[src/rtl/wrapper.sv]
// rtl/wrapper.sv - fp16 full 2-D convolution engine with stream kernel/image inputs and stream result output
//
// Purpose: loads a K_DIM x K_DIM kernel (one column per beat) and an
// I_DIM x I_DIM image (one pixel per beat, row-major). It then produces the
// full convolution, (K_DIM+I_DIM-1)^2 fp16 results in row-major order.
// Each result is accumulated from +0, one kernel position per cycle.
//
// Ports:
//   clk, rstn                        clock, asynchronous active-high reset
//   img_in_*    (data/valid/last/ready)     image pixel stream slave
//   kernel_in_* (data/valid/last/ready)     kernel column stream slave, lane j = K[j][beat]
//   out_*       (data/valid/last/ready)     result stream master
//
// Build option: define WRAPPER_ROUND_NEAREST_EN for round-to-nearest-even
// in the multiplier and adder; otherwise both truncate toward zero.

module wrapper #(
    parameter int K_DIM  = 3,
    parameter int I_DIM  = 3,
    parameter int M_BITS = 16
) (
    input  logic                      clk,
    input  logic                      rstn,
    input  logic [M_BITS-1:0]         img_in_data,
    input  logic                      img_in_valid,
    input  logic                      img_in_last,
    output logic                      img_in_ready,
    input  logic [K_DIM*M_BITS-1:0]   kernel_in_data,
    input  logic                      kernel_in_valid,
    input  logic                      kernel_in_last,
    output logic                      kernel_in_ready,
    output logic [M_BITS-1:0]         out_data,
    output logic                      out_valid,
    output logic                      out_last,
    input  logic                      out_ready
);

    localparam int O_DIM = K_DIM + I_DIM - 1;
    localparam int KK    = K_DIM * K_DIM;
    localparam int II    = I_DIM * I_DIM;
    localparam int KIW   = (KK > 1) ? $clog2(KK) : 1;
    localparam int IIW   = (II > 1) ? $clog2(II) : 1;

    localparam logic [15:0] KK_C  = 16'(KK);
    localparam logic [15:0] K_C   = 16'(K_DIM);
    localparam logic [15:0] KM1_C = 16'(K_DIM - 1);
    localparam logic [15:0] II_C  = 16'(II);
    localparam logic [15:0] OM1_C = 16'(O_DIM - 1);

`ifdef WRAPPER_ROUND_NEAREST_EN
    localparam bit ROUND_NEAREST = 1'b1;
`else
    localparam bit ROUND_NEAREST = 1'b0;
`endif

    typedef enum logic [1:0] {
        S_LOAD_K  = 2'd0,
        S_LOAD_I  = 2'd1,
        S_COMPUTE = 2'd2,
        S_OUTPUT  = 2'd3
    } state_t;

    // fp16 multiply: zero exponent flushes to zero, exponent 31 saturates.
    function automatic logic [15:0] fp_mul(input logic [15:0] a, input logic [15:0] b);
        logic        s;
        logic [21:0] p;
        logic [11:0] m;
        logic        g;
        logic        st;
        int          e;
        logic [15:0] r;
        s = a[15] ^ b[15];
        p = {11'd0, 1'b1, a[9:0]} * {11'd0, 1'b1, b[9:0]};
        e = int'(a[14:10]) + int'(b[14:10]) - 15;
        if (p[21]) begin
            m  = {1'b0, p[21:11]};
            g  = p[10];
            st = |p[9:0];
            e  = e + 1;
        end else begin
            m  = {1'b0, p[20:10]};
            g  = p[9];
            st = |p[8:0];
        end
        if (ROUND_NEAREST && g && (st || m[0])) begin
            m = m + 12'd1;
        end
        // Rounding can carry out to 2.0; renormalize.
        if (m[11]) begin
            m = m >> 1;
            e = e + 1;
        end
        if (a[14:10] == 5'd0 || b[14:10] == 5'd0) begin
            r = {s, 15'd0};
        end else if (a[14:10] == 5'd31 || b[14:10] == 5'd31) begin
            r = {s, 15'h7C00};
        end else if (e <= 0) begin
            r = {s, 15'd0};
        end else if (e >= 31) begin
            r = {s, 15'h7C00};
        end else begin
            r = {s, e[4:0], m[9:0]};
        end
        return r;
    endfunction

    // fp16 add. The smaller operand is aligned into a 45-bit field wide
    // enough that no bits are lost (exponent gap is at most 30), so the
    // guard/sticky bits taken after normalization are exact.
    function automatic logic [15:0] fp_add(input logic [15:0] a, input logic [15:0] b);
        logic [14:0] mag_a;
        logic [14:0] mag_b;
        logic [15:0] big;
        logic [15:0] sml;
        logic [10:0] sig_b;
        logic [10:0] sig_s;
        logic [44:0] al_b;
        logic [44:0] al_s;
        logic [44:0] sum;
        logic [11:0] m;
        logic        g;
        logic        st;
        int          d;
        int          p;
        int          sh;
        int          e;
        logic [15:0] r;
        mag_a = (a[14:10] == 5'd0) ? 15'd0 : a[14:0];
        mag_b = (b[14:10] == 5'd0) ? 15'd0 : b[14:0];
        if (mag_a >= mag_b) begin
            big = a;
            sml = b;
        end else begin
            big = b;
            sml = a;
        end
        sig_b = (big[14:10] == 5'd0) ? 11'd0 : {1'b1, big[9:0]};
        sig_s = (sml[14:10] == 5'd0) ? 11'd0 : {1'b1, sml[9:0]};
        d     = int'(big[14:10]) - int'(sml[14:10]);
        al_b  = {1'b0, sig_b, 33'd0};
        al_s  = {1'b0, sig_s, 33'd0} >> d;
        sum   = (big[15] != sml[15]) ? (al_b - al_s) : (al_b + al_s);
        p = 0;
        for (int k = 0; k < 45; k++) begin
            if (sum[k]) begin
                p = k;
            end
        end
        sh = p - 10;
        m  = {1'b0, 11'(sum >> sh)};
        g  = |(sum & (45'd1 << (sh - 1)));
        st = |(sum & ~({45{1'b1}} << (sh - 1)));
        e  = p + int'(big[14:10]) - 43;
        if (ROUND_NEAREST && g && (st || m[0])) begin
            m = m + 12'd1;
        end
        if (m[11]) begin
            m = m >> 1;
            e = e + 1;
        end
        if (a[14:10] == 5'd31 || b[14:10] == 5'd31) begin
            r = {big[15], 15'h7C00};
        end else if (sum == 45'd0) begin
            r = 16'h0000;
        end else if (e <= 0) begin
            r = {big[15], 15'd0};
        end else if (e >= 31) begin
            r = {big[15], 15'h7C00};
        end else begin
            r = {big[15], e[4:0], m[9:0]};
        end
        return r;
    endfunction

    state_t              state_q, state_d;
    logic                kready_q, kready_d;
    logic                iready_q, iready_d;
    logic                ovalid_q, ovalid_d;
    logic                olast_q, olast_d;
    logic [M_BITS-1:0]   data_q, data_d;
    logic [M_BITS-1:0]   acc_q, acc_d;
    logic [M_BITS-1:0]   kern_q [KK];
    logic [M_BITS-1:0]   kern_d [KK];
    logic [M_BITS-1:0]   img_q [II];
    logic [M_BITS-1:0]   img_d [II];
    logic [15:0]         kcol_q, kcol_d;
    logic [15:0]         pix_q, pix_d;
    logic [15:0]         step_q, step_d;
    logic [15:0]         ki_q, ki_d;
    logic [15:0]         kj_q, kj_d;
    logic [15:0]         orow_q, orow_d;
    logic [15:0]         ocol_q, ocol_d;

    logic                k_hs;
    logic                i_hs;
    logic                o_hs;
    int                  r_img;
    int                  c_img;
    int                  img_idx;
    logic                in_rng;
    logic [M_BITS-1:0]   pix_v;
    logic [M_BITS-1:0]   kern_v;
    logic [M_BITS-1:0]   prod;
    logic [M_BITS-1:0]   acc_sum;

    // Handshakes use the registered readies so nothing transfers in the
    // first cycle after reset release.
    assign k_hs = kernel_in_valid & kready_q;
    assign i_hs = img_in_valid & iready_q;
    assign o_hs = ovalid_q & out_ready;

    // Datapath for the current kernel position: K[ki][kj] * I[orow-ki][ocol-kj].
    always_comb begin
        r_img   = int'(orow_q) - int'(ki_q);
        c_img   = int'(ocol_q) - int'(kj_q);
        in_rng  = (r_img >= 0) && (r_img < I_DIM) && (c_img >= 0) && (c_img < I_DIM);
        img_idx = in_rng ? (r_img * I_DIM + c_img) : 0;
        pix_v   = img_q[IIW'(img_idx)];
        kern_v  = kern_q[KIW'(int'(ki_q) * K_DIM + int'(kj_q))];
        prod    = fp_mul(kern_v, pix_v);
        acc_sum = fp_add(acc_q, prod);
    end

    always_comb begin
        state_d = state_q;
        kern_d  = kern_q;
        img_d   = img_q;
        kcol_d  = kcol_q;
        pix_d   = pix_q;
        acc_d   = acc_q;
        step_d  = step_q;
        ki_d    = ki_q;
        kj_d    = kj_q;
        orow_d  = orow_q;
        ocol_d  = ocol_q;
        data_d  = data_q;

        case (state_q)
            S_LOAD_K: begin
                if (k_hs) begin
                    // Early last zero-fills the columns not yet received.
                    for (int cc = 0; cc < K_DIM; cc++) begin
                        for (int j = 0; j < K_DIM; j++) begin
                            if (cc == int'(kcol_q)) begin
                                kern_d[KIW'(j * K_DIM + cc)] = kernel_in_data[j*M_BITS +: M_BITS];
                            end else if (kernel_in_last && (cc > int'(kcol_q))) begin
                                kern_d[KIW'(j * K_DIM + cc)] = '0;
                            end
                        end
                    end
                    kcol_d = (kcol_q < K_C) ? (kcol_q + 16'd1) : kcol_q;
                    if (kernel_in_last) begin
                        state_d = S_LOAD_I;
                        kcol_d  = 16'd0;
                        pix_d   = 16'd0;
                    end
                end
            end
            S_LOAD_I: begin
                if (i_hs) begin
                    for (int p = 0; p < II; p++) begin
                        if (p == int'(pix_q)) begin
                            img_d[IIW'(p)] = img_in_data;
                        end else if (img_in_last && (p > int'(pix_q))) begin
                            img_d[IIW'(p)] = '0;
                        end
                    end
                    pix_d = (pix_q < II_C) ? (pix_q + 16'd1) : pix_q;
                    if (img_in_last) begin
                        state_d = S_COMPUTE;
                        pix_d   = 16'd0;
                        acc_d   = '0;
                        step_d  = 16'd0;
                        ki_d    = 16'd0;
                        kj_d    = 16'd0;
                        orow_d  = 16'd0;
                        ocol_d  = 16'd0;
                    end
                end
            end
            S_COMPUTE: begin
                if (step_q < KK_C) begin
                    // Out-of-image positions still spend their cycle.
                    if (in_rng) begin
                        acc_d = acc_sum;
                    end
                    step_d = step_q + 16'd1;
                    if (kj_q == KM1_C) begin
                        kj_d = 16'd0;
                        ki_d = ki_q + 16'd1;
                    end else begin
                        kj_d = kj_q + 16'd1;
                    end
                end else begin
                    state_d = S_OUTPUT;
                    data_d  = acc_q;
                end
            end
            S_OUTPUT: begin
                if (o_hs) begin
                    if (orow_q == OM1_C && ocol_q == OM1_C) begin
                        state_d = S_LOAD_K;
                        orow_d  = 16'd0;
                        ocol_d  = 16'd0;
                        kcol_d  = 16'd0;
                    end else begin
                        state_d = S_COMPUTE;
                        acc_d   = '0;
                        step_d  = 16'd0;
                        ki_d    = 16'd0;
                        kj_d    = 16'd0;
                        if (ocol_q == OM1_C) begin
                            ocol_d = 16'd0;
                            orow_d = orow_q + 16'd1;
                        end else begin
                            ocol_d = ocol_q + 16'd1;
                        end
                    end
                end
            end
            default: begin
                state_d = S_LOAD_K;
            end
        endcase

        kready_d = (state_d == S_LOAD_K);
        iready_d = (state_d == S_LOAD_I);
        ovalid_d = (state_d == S_OUTPUT);
        olast_d  = (state_d == S_OUTPUT) && (orow_d == OM1_C) && (ocol_d == OM1_C);
    end

    always_ff @(posedge clk or posedge rstn) begin
        if (rstn) begin
            state_q  <= S_LOAD_K;
            kready_q <= 1'b0;
            iready_q <= 1'b0;
            ovalid_q <= 1'b0;
            olast_q  <= 1'b0;
            data_q   <= '0;
            acc_q    <= '0;
            kcol_q   <= 16'd0;
            pix_q    <= 16'd0;
            step_q   <= 16'd0;
            ki_q     <= 16'd0;
            kj_q     <= 16'd0;
            orow_q   <= 16'd0;
            ocol_q   <= 16'd0;
            for (int n = 0; n < KK; n++) begin
                kern_q[n] <= '0;
            end
            for (int n = 0; n < II; n++) begin
                img_q[n] <= '0;
            end
        end else begin
            state_q  <= state_d;
            kready_q <= kready_d;
            iready_q <= iready_d;
            ovalid_q <= ovalid_d;
            olast_q  <= olast_d;
            data_q   <= data_d;
            acc_q    <= acc_d;
            kcol_q   <= kcol_d;
            pix_q    <= pix_d;
            step_q   <= step_d;
            ki_q     <= ki_d;
            kj_q     <= kj_d;
            orow_q   <= orow_d;
            ocol_q   <= ocol_d;
            kern_q   <= kern_d;
            img_q    <= img_d;
        end
    end

    assign kernel_in_ready = kready_q;
    assign img_in_ready    = iready_q;
    assign out_valid       = ovalid_q;
    assign out_last        = olast_q;
    assign out_data        = data_q;

endmodule

[config.mk]
export PLATFORM = sky130hd
export DESIGN_NAME = wrapper
export DESIGN_NICKNAME = d
export VERILOG_FILES = /design/src/rtl/wrapper.sv
export SDC_FILE = /design/constraint.sdc
export NUM_CORES = 2
export LEC_CHECK = 0
export BUFFER_PORTS_ARGS = -buffer_cell sky130_fd_sc_hd__buf_2
export CAP_MARGIN = 20
export CORE_MARGIN = 5
export CORE_UTILIZATION = 25
export CTS_CLUSTER_SIZE = 12
export DETAILED_ROUTE_END_ITERATION = 10
export GPL_TIMING_DRIVEN = 0
export PLACE_DENSITY = 0.42
export SYNTH_ARGS = -nofsm -noshare
export SYNTH_HDL_FRONTEND = slang
export SYNTH_SLANG_ARGS = --single-unit
[constraint.sdc]
create_clock -name clk -period 37.2 [get_ports clk]
set_input_delay 1.86 -clock clk [delete_from_list [all_inputs] [get_ports clk]]
set_output_delay 1.86 -clock clk [all_outputs]
set_load 0.02 [all_outputs]
==> results.toml <==
[drt]
vias_per_cell = 5.36
drc = 0
wl_per_cell_um = 22.1
drt_iter0_markers = 2646
wirelength_um = 128000
firstDrtPassIters = 6
vias = 31020
ant_nets = 0

[synth]
synth_common_cells = "dfrtp_1 (406), nand2_1 (355), nor2_1 (320)"
async_reset_ff_share_pct = 100
syn_inst = 3831
ys_seq_area_share_pct = 29.7
syn_nets = 4168
yosysWarnings = 0
synth_top_area_cell = "dfrtp_1"
syn_area_sq_um = 34300
ys_types = 132
synth_most_common_cell = "dfrtp_1"
synth-edff-count = 0
ys.flop_type = "dfrtp_1"
synth-seq-cells = 406
synth.avg_cell_area_sq_um = 8.94
synth_top_area_share_pct = 29.7
yosys-top-cells-area = "dfrtp_1 (30%), ha_1 (6.4%), fa_1 (5.3%)"

[timing]
fin_skew_ps = 34.6
rsz0062_at_grt = "no"
setup_violations = 0
fin_setup_tns_ps = 0
fin_crit_ps = 30940
tightest_slew_ps = 1130
maxSlewViolCount = 0
period_share_pct = 83.2
maxSlewHeadroom_pct = 23.8
hold_viol_final = 0
hold_ws_ps = 477
timing.fmax_ghz = 0.0323

[cts]
worstSkewPairLatency_ps = 630
numCtsBuffers = 50
cts_resized = 0
cts.path.max_buffers = 3
post-cts-setup-buffer-count = 0
h-tree-depth = 2
clk_pin_slew_ps = 60
cts_tree = "yes"
hold_buffers = 0
clock_sinks = 406
root_buffer = "clkbuf_16"

[flow_run]
drv_cap = 0

[worst_setup_path]
end_kind = "flop"
startpoint_type = "flop"
crit_slowest_cell = "nor4b_1"
timing.critical_path.mode_cell = "a21o_1"
worstPathArrival_ps = 31430
path_class = "flop to flop"
worstPathMaxFanout = 10
cpLargestDelayFamily = "compound AO/OA/AOI/OAI gates"
worst_ep_required_time_ps = 37690
critPathMaxStageDelay_ps = 960
cp_num_buf_inv = 18

[global_route]
grt_max_degree = 121
grt_pass1_wl_um = 195000
track_usage_pct = 17.1
overflow = 0
antenna_found_initial = 5
grt_pass1_vias = 30906

[layout]
n_fill_cell = 14628
layout-drive-gt1-share_pct = 11.2
antennaDiodeCount = 0
final_net_count = 4307
area_growth_pct = 13.2
final_cells = 5789

[placement]
dp_hpwl_um = 98800
portBuffers = 74
place.gp.congestion = 0.919
dp.cells = 5697

[status]
outcome = "finished, final reports clean"

[floorplan]
fp-row-count = 135
die_y_um = 380
io_pins = 91
die-area_sq_um = 145000
die_w_um = 380
coreArea_sq_um = 136000
start_util_pct = 25.2

[hold_path]
min_path_type = "flop to flop"
==> sequential cells by signal (all words and copies together), names as in the netlist <==
name             flops
acc_q               16
img_in_ready         1
img_q              128
kcol_q              16
kern_q             128
kernel_in_ready      1
ki_q                16
kj_q                16
ocol_q              16
orow_q              16
out_data            16
out_last             1
out_valid            1
pix_q               16
state_q              2
step_q              16
==> cell families (layout without fill, tap and decap cells) <==
logic type	count (synthesis)	count (layout)	share of synthesized area, %
buffers and inverters	463	640	5.34
AO/OA/AOI/OAI	1070	1070	22.7
AND/OR/NAND/NOR	1242	1242	17.8
adder cells (fa/ha/maj)	268	268	11.7
XOR/XNOR	123	123	3.30
flip-flops	406	406	29.7
multiplexers	259	259	9.44
==> worst register-to-register path, delay by kind of cell (launching register included) <==
| family | cells | cell delay, ps |
|---|---|---|
| flip-flops | 1 | 440 |
| AO/OA/AOI/OAI | 47 | 10380 |
| multiplexers | 4 | 1310 |
| AND/OR/NAND/NOR | 28 | 7060 |
| XOR/XNOR | 2 | 390 |
| adder cells (fa/ha/maj) | 15 | 5810 |
| buffers and inverters | 18 | 5400 |
==> metrics by stage <==
stage                     cell area [sq um]  utilization, %  worst slack (ps)
after floorplan                       34300               -             12910
after global placement                36900            27.1              6510
after detailed placement              37000            27.3              6630
after CTS                             38800            28.5              6510
after global routing                  38800            28.5              4510
final                                 38800            28.5              6260
==> layout by cell type, fill, tap and decap left out, types with 27 or more instances in the layout <==
cell type  count
mux4_2        37
o211ai_1      35
clkbuf_1     166
inv_1        236
a31oi_1       50
mux2_2       120
nor2_1       320
nor4_1        41
nand2_1      355
fa_1          90
nand2b_1      35
o21a_1        36
xnor2_1       81
a21o_1        47
mux2i_1       97
and3_1        42
nand3_1       98
and2_1        52
or3_1         27
buf_1         30
nand4_1       50
dfrtp_1      406
ha_1         176
a21oi_1      209
nor3_1        95
clkbuf_16     51
nor2b_1       33
a22o_1       195
a211oi_1      30
xor2_1        38
buf_2         97
o21ai_0      163
==> routing by layer <==
| layer | GRT usage [%] | share of wire, % | vias up | wire length (um) |
|---|---|---|---|---|
| li1 | - | - | 14386 | - |
| met1 | 24.7 | 48 | 15497 | 61100 |
| met2 | 26.7 | 44 | 953 | 56100 |
| met3 | 2.60 | 5.6 | 184 | 7220 |
| met4 | 4.53 | 2.7 | 0 | 3450 |
| met5 | 0 | 0 | - | 0 |
==> cell type report <==
| class | instances | area [sq um] | share of cell area, % |
|---|---|---|---|
| Tap cell | 1781 | 2230 | 5.75 |
| Clock inverter | 23 | 298 | 0.768 |
| Inverter | 241 | 915 | 2.36 |
| Buffer | 222 | 922 | 2.38 |
| Timing Repair Buffer | 87 | 541 | 1.39 |
| Clock buffer | 67 | 1440 | 3.70 |
| Sequential cell | 406 | 10200 | 26.2 |
| Multi-Input combinational cell | 2962 | 22300 | 57.4 |
==> worst paths after layout <==
| kind | startpoint | to | slack, ps | cells past startpoint |
|---|---|---|---|---|
| worst min register to register | out_data[11] | out_data[11] | 480 | 2 |
| max in group asynchronous | rstn | acc_q[2] | 34400 | 5 |
| min in group asynchronous | rstn | kern_q[39] | 1140 | 2 |
| worst min-delay path | out_data[11] | out_data[11] | 480 | 2 |
| worst max register to register | ki_q[2] | acc_q[8] | 6260 | 114 |
| worst max-delay path | ki_q[2] | acc_q[8] | 6260 | 114 |
Power is not shown: default switching activity piles up to over one toggle a cycle in this logic, so the estimate is an artifact.
